**config.mk**
```make
export PLATFORM = sky130hd
export DESIGN_NAME = stack_unit
export DESIGN_NICKNAME = d
export VERILOG_FILES = /design/src/rtl/stack_unit.sv
export SDC_FILE = /design/constraint.sdc
export NUM_CORES = 1
export LEC_CHECK = 0
export BUFFER_PORTS_ARGS = -buffer_cell sky130_fd_sc_hd__buf_2
export CAP_MARGIN = 20
export CORE_MARGIN = 3
export CORE_UTILIZATION = 45
export CTS_CLUSTER_DIAMETER = 150
export CTS_CLUSTER_SIZE = 20
export DETAILED_ROUTE_END_ITERATION = 10
export PLACE_DENSITY_LB_ADDON = 0.25
export SLEW_MARGIN = 30
export SYNTH_ARGS = -nofsm -noshare
export SYNTH_HDL_FRONTEND = slang
export SYNTH_SLANG_ARGS = --single-unit
```
**constraint.sdc**
```tcl
create_clock -name clk -period 4.2 [get_ports clk]
set_input_delay 0.21 -clock clk [delete_from_list [all_inputs] [get_ports clk]]
set_output_delay 0.21 -clock clk [all_outputs]
set_load 0.005 [all_outputs]
```
**src/rtl/stack_unit.sv**
```systemverilog
// Hardware stack engine: pushes/pops register, flags or two-word PC operands
// through a single-port data memory with a descending, post-decrement stack pointer.
module stack_unit #(
   parameter int SP_W = 12
) (
   input  logic            clk,
   input  logic            reset,
   input  logic            push,
   input  logic            pop,
   input  logic [1:0]      src_sel,
   input  logic [15:0]     reg_data,
   input  logic [31:0]     pc_in,
   input  logic [2:0]      flags_in,
   output logic            mem_we,
   output logic            mem_re,
   output logic [SP_W-1:0] mem_addr,
   output logic [15:0]     mem_wdata,
   input  logic [15:0]     mem_rdata,
   output logic            busy,
   output logic            done,
   output logic [15:0]     pop_data,
   output logic [31:0]     pc_out,
   output logic            pc_load,
   output logic [2:0]      flags_out,
   output logic            flag_load,
   output logic [SP_W-1:0] sp,
   output logic            ovf_err,
   output logic            unf_err,
   output logic            cmd_err
);

   typedef enum logic [2:0] {IDLE, W1, W2, R1, R2, RL} state_t;

   localparam logic [SP_W-1:0] SP_TOP    = '1;
   localparam logic [1:0]      SRC_FLAGS = 2'b00;
   localparam logic [1:0]      SRC_PC    = 2'b01;
   localparam logic [1:0]      SRC_RSV   = 2'b10;
   localparam logic [1:0]      SRC_REG   = 2'b11;

   state_t          state_q, state_d;
   logic [SP_W-1:0] sp_q, sp_d;
   logic [1:0]      cls_q, cls_d;
   logic [31:0]     op_q, op_d;
   logic [15:0]     lower_q, lower_d;
   logic [15:0]     pop_data_q, pop_data_d;
   logic [31:0]     pc_out_q, pc_out_d;
   logic [2:0]      flags_out_q, flags_out_d;
   logic            ovf_q, ovf_d;
   logic            unf_q, unf_d;
   logic            cmd_q, cmd_d;
   logic [SP_W-1:0] need;
   logic [SP_W-1:0] headroom;

   always_ff @(posedge clk or posedge reset) begin
      if (reset) begin
         state_q     <= IDLE;
         sp_q        <= SP_TOP;
         cls_q       <= SRC_FLAGS;
         op_q        <= '0;
         lower_q     <= '0;
         pop_data_q  <= '0;
         pc_out_q    <= '0;
         flags_out_q <= '0;
         ovf_q       <= 1'b0;
         unf_q       <= 1'b0;
         cmd_q       <= 1'b0;
      end else begin
         state_q     <= state_d;
         sp_q        <= sp_d;
         cls_q       <= cls_d;
         op_q        <= op_d;
         lower_q     <= lower_d;
         pop_data_q  <= pop_data_d;
         pc_out_q    <= pc_out_d;
         flags_out_q <= flags_out_d;
         ovf_q       <= ovf_d;
         unf_q       <= unf_d;
         cmd_q       <= cmd_d;
      end
   end

   assign need     = (src_sel == SRC_PC) ? SP_W'(2) : SP_W'(1);
   assign headroom = SP_TOP - sp_q;

   always_comb begin
      state_d   = state_q;
      sp_d      = sp_q;
      cls_d     = cls_q;
      op_d      = op_q;
      lower_d   = lower_q;
      ovf_d     = 1'b0;
      unf_d     = 1'b0;
      cmd_d     = 1'b0;
      mem_we    = 1'b0;
      mem_re    = 1'b0;
      mem_addr  = sp_q;
      mem_wdata = '0;
      done      = 1'b0;
      pc_load   = 1'b0;
      flag_load = 1'b0;
      pop_data  = pop_data_q;
      pc_out    = pc_out_q;
      flags_out = flags_out_q;

      case (state_q)
         IDLE: begin
            if (push || pop) begin
               if ((push && pop) || src_sel == SRC_RSV) begin
                  cmd_d = 1'b1;
               end else if (push) begin
                  if (sp_q < need) begin
                     ovf_d = 1'b1;
                  end else begin
                     state_d = W1;
                     cls_d   = src_sel;
                     if (src_sel == SRC_PC)       op_d = pc_in;
                     else if (src_sel == SRC_REG) op_d = {16'h0, reg_data};
                     else                         op_d = {29'h0, flags_in};
                  end
               end else begin
                  if (headroom < need) begin
                     unf_d = 1'b1;
                  end else begin
                     state_d = R1;
                     cls_d   = src_sel;
                  end
               end
            end
         end
         W1: begin
            // A PC goes out upper half first so the lower half sits at the lower address.
            mem_we    = 1'b1;
            mem_wdata = (cls_q == SRC_PC) ? op_q[31:16] : op_q[15:0];
            sp_d      = sp_q - 1'b1;
            if (cls_q == SRC_PC) begin
               state_d = W2;
            end else begin
               done    = 1'b1;
               state_d = IDLE;
            end
         end
         W2: begin
            mem_we    = 1'b1;
            mem_wdata = op_q[15:0];
            sp_d      = sp_q - 1'b1;
            done      = 1'b1;
            state_d   = IDLE;
         end
         R1: begin
            mem_re   = 1'b1;
            mem_addr = sp_q + 1'b1;
            sp_d     = sp_q + 1'b1;
            state_d  = (cls_q == SRC_PC) ? R2 : RL;
         end
         R2: begin
            lower_d  = mem_rdata;
            mem_re   = 1'b1;
            mem_addr = sp_q + 1'b1;
            sp_d     = sp_q + 1'b1;
            state_d  = RL;
         end
         RL: begin
            // Popped value is bypassed so it is visible alongside its load pulse.
            done    = 1'b1;
            state_d = IDLE;
            case (cls_q)
               SRC_PC: begin
                  pc_out  = {mem_rdata, lower_q};
                  pc_load = 1'b1;
               end
               SRC_FLAGS: begin
                  flags_out = mem_rdata[2:0];
                  flag_load = 1'b1;
               end
               default: pop_data = mem_rdata;
            endcase
         end
         default: state_d = IDLE;
      endcase

      pop_data_d  = pop_data;
      pc_out_d    = pc_out;
      flags_out_d = flags_out;
   end

   assign busy    = (state_q != IDLE);
   assign sp      = sp_q;
   assign ovf_err = ovf_q;
   assign unf_err = unf_q;
   assign cmd_err = cmd_q;

endmodule
```
==> results.py <==
metrics = {
    "outcome": {
        "status": "completed",
    },
    "route": {
        "drt-wirelength-per-cell_um": 16.0,
        "viasPerCell": 5.12,
        "route.detailed.drc": 0,
        "drtIter0Drc": 245,
        "dr.pass1.iters": 4,
        "vias": 4272,
        "postRouteAntennaNets": 0,
        "routed_wl_um": 13300,
    },
    "global_route": {
        "grt_pass1_wl_um": 21900,
        "grtUsageMet2_pct": 32.4,
        "grt_pass1_vias": 4410,
        "grt_most_used_layer": "met2",
        "grt.overflow.total": 0,
        "grt_max_degree": 91,
        "use_met1_pct": 24.2,
        "use_met3_pct": 5.55,
        "grt_use_total_pct": 19.5,
        "antenna_found_initial": 0,
    },
    "power_and_ir_drop": {
        "finalPower_mw": 5.26,
        "leakagePower_nw": 3.58,
        "peakVddDrop_v": 0.000332,
        "p_per_area_mw_per_mm2": 722,
    },
    "synthesis": {
        "syn_area_per_cell_um2": 11.6,
        "synth_edf_count": 0,
        "async_reset_ff_share_pct": 100,
        "synth.distinct_cells": 47,
        "ys_top_cells_by_area": "dfrtp_1 (47%), mux2_2 (16%), dfstp_2 (5.6%)",
        "synthFlopType": "dfrtp_1",
        "synth-seq-cells": 119,
        "ys_seq_area_share_pct": 52.8,
        "synth_area_mm2": 0.00567,
        "synth_cells": 488,
        "synth_top_area_share_pct": 47.3,
        "synth_top_cell_by_area": "dfrtp_1",
        "syn_nets": 567,
        "yosysWarningCount": 0,
    },
    "setup_path": {
        "worstSetupPathType": "flop to primary output",
        "crit_path_start_kind": "flop",
        "crit_family": "simple AND/OR/NAND/NOR gates",
        "cp.required_ns": 3.99,
        "end_kind": "primary output",
        "crit_slowest_cell": "nand3_1",
        "path_max_fanout": 16,
        "critPathMaxStageDelay_ns": 0.75,
        "cp.arrival_ns": 2.68,
        "crit_path_cell_trace": "nor2b_1 -> nand3_1 -> mux2_2 -> buf_2",
        "cp.buffers_inverters": 1,
    },
    "layout": {
        "n_fill_cell": 1047,
        "seqCellArea_mm2": 0.00299,
        "multi_input_area_mm2": 0.00247,
        "fin_nets": 733,
        "area_growth_pct": 28.8,
        "drive_gt1_share_pct": 50.9,
        "num_antenna_cells": 0,
    },
    "clocking": {
        "clockBufferDepth": 2,
        "cts-root-buf": "clkbuf_16",
        "cts.sinks": 119,
        "post-cts-setup-buffers": 0,
        "numCtsBuffers": 17,
        "cts_tree": "done",
        "post_cts_resize_count": 0,
        "cts_htree_levels": 4,
        "clk_pin_slew_worst_paths_ns": 0.06,
        "clkLatencyLatePin_ns": 0.41,
        "cts_hold_buf": 1,
    },
    "timing": {
        "tns_ns": 0,
        "fin_crit_ns": 2.89,
        "finalSetupViolCount": 0,
        "tightest_slew_ns": 0.980,
        "slew_viol_final": 0,
        "final_hold_viol_count": 0,
        "fmax_ghz": 0.347,
        "max_slew_margin_pct": 34.5,
        "rsz0062_at_grt": "false",
        "clock_skew_ns": 0.0101,
        "fin_crit_sh_pct": 68.7,
    },
    "floorplanning": {
        "start_util_pct": 46.6,
        "chipWidth_um": 118,
        "die-height_um": 118,
        "core_mm2": 0.0122,
        "io-pin-count": 173,
        "dieArea_mm2": 0.0140,
        "num_rows": 40,
    },
    "placed_design": {
        "hpwl_um": 9360,
        "portBuffers": 172,
        "gp_congestion": 0.843,
    },
    "run": {
        "maxCapViolCount": 0,
    },
    "min_path": {
        "hp-class": "input port to flop",
    },
}
[through the flow]
stage / cell area [µm²] / instances / setup WS [ns] / hold slack (ns) / utilization (%)
3_3_place_gp: 6610 / 801 / 1.54 / 0.452 / 54.4
5_1_grt: 7300 / 834 / 1.16 / 0.0199 / 60.0
4_1_cts: 7270 / 833 / 1.22 / 0.0159 / 59.8
2_1_floorplan: 5670 / 488 / 0.852 / 0.337 / -
6_report: 7300 / 834 / 1.31 / 0.0369 / 60.0
3_5_place_dp: 6630 / 801 / 1.38 / 0.438 / 54.5
[cell usage after synthesis (all sizes together) (2+ instances only)]
library cell,instances
a21oi,4
a22o,16
and3,3
and4,3
buf,16
clkbuf,17
dfrtp,107
dfstp,12
ha,6
inv,11
mux2,82
mux2i,3
nand2,73
nand2b,3
nand3,7
nand4,5
nor2,11
nor2b,4
nor3,3
nor3b,2
nor4,2
o21ai,51
or2,2
or3,8
xnor2,8
xor2,13
[layer usage]
metal,vias to the layer above,share of wire (%)
met5,-,0
met1,2083,43
met2,131,50
met4,0,1.4
li1,2044,-
met3,14,5.3
[layout by cell type (no fill, tap or decap), types with 2 or more instances in the layout]
cell type	netlist	routed
buf_4	0	6
a21oi_1	4	4
o21ai_2	28	28
and3_1	3	3
nand2b_1	3	3
a22o_1	16	16
nor3_1	3	3
ha_1	6	6
xor2_1	13	13
xnor2_1	8	8
nand4_1	5	5
dfrtp_1	107	107
nor4_1	2	2
nor2_2	1	2
or2_2	2	2
o21ai_0	19	19
buf_2	3	172
and4_1	3	3
nor2_1	10	8
o21ai_1	4	4
mux2i_1	3	3
or3_1	8	8
nand3_1	7	7
clkbuf_16	0	17
inv_1	11	10
nor2b_1	4	4
clkbuf_8	0	4
dfstp_2	12	12
clkbuf_1	17	3
mux2_2	82	82
nand2_1	73	73
bufinv_16	0	4
[registers in the layout (all words and copies together) (netlist names)]
register     count
sp              12
flags_out_q      3
unf_err          1
pop_data_q      16
pc_out_q        32
ovf_err          1
cmd_err          1
op_q            32
lower_q         16
cls_q            2
state_q          3
[area by class of cell]
cell class                      count  area share, %
Clock buffer                       24           6.74
Sequential cell                   119           41.0
Tap cell                          168           2.88
Inverter                           11          0.635
Clock inverter                      7           1.94
Multi-Input combinational cell    325           33.9
Timing Repair Buffer              180           12.9
[worst reg2reg max path: stages, from the launching register on]
cell	delay, ns
dfrtp_1	0.50
or3_1	0.54
or4b_1	0.53
a31o_2	0.45
buf_4	0.32
nand2_1	0.11
o21ai_2	0.05
[worst paths after layout]
check	from	end	slack (ns)	cells after the start
worst max-delay path	state_q[0]$_DFFE_PP0P_	pop_data[3]	1.31	4
min in group asynchronous	reset	pc_out_q[13]$_DFF_PP0_	0.51	3
worst max register to register	state_q[2]$_DFFE_PP0P_	op_q[17]$_DFFE_PP0P_	1.58	6
worst min register to register	op_q[31]$_DFFE_PP0P_	op_q[31]$_DFFE_PP0P_	0.48	2
max in group asynchronous	reset	pc_out_q[4]$_DFF_PP0_	2.79	4
worst min-delay path	pc_in[25]	op_q[25]$_DFFE_PP0P_	0.04	3
[power by group]
group	total (mW)	internal [mW]	switching, mW
Clock	1.54	1.05	0.492
Sequential	1.98	1.66	0.314
Combinational	1.74	0.854	0.890
Total	5.26	3.57	1.70
[cell families after synthesis]
kind of cell | synth area share, %
AO/OA/AOI/OAI | 10.7
adder cells (fa/ha/maj) | 1.33
XOR/XNOR | 3.25
multiplexers | 16.8
flip-flops | 52.8
buffers and inverters | 4.04
AND/OR/NAND/NOR | 11.1
Note: power is estimated with default switching activity, not from simulation.
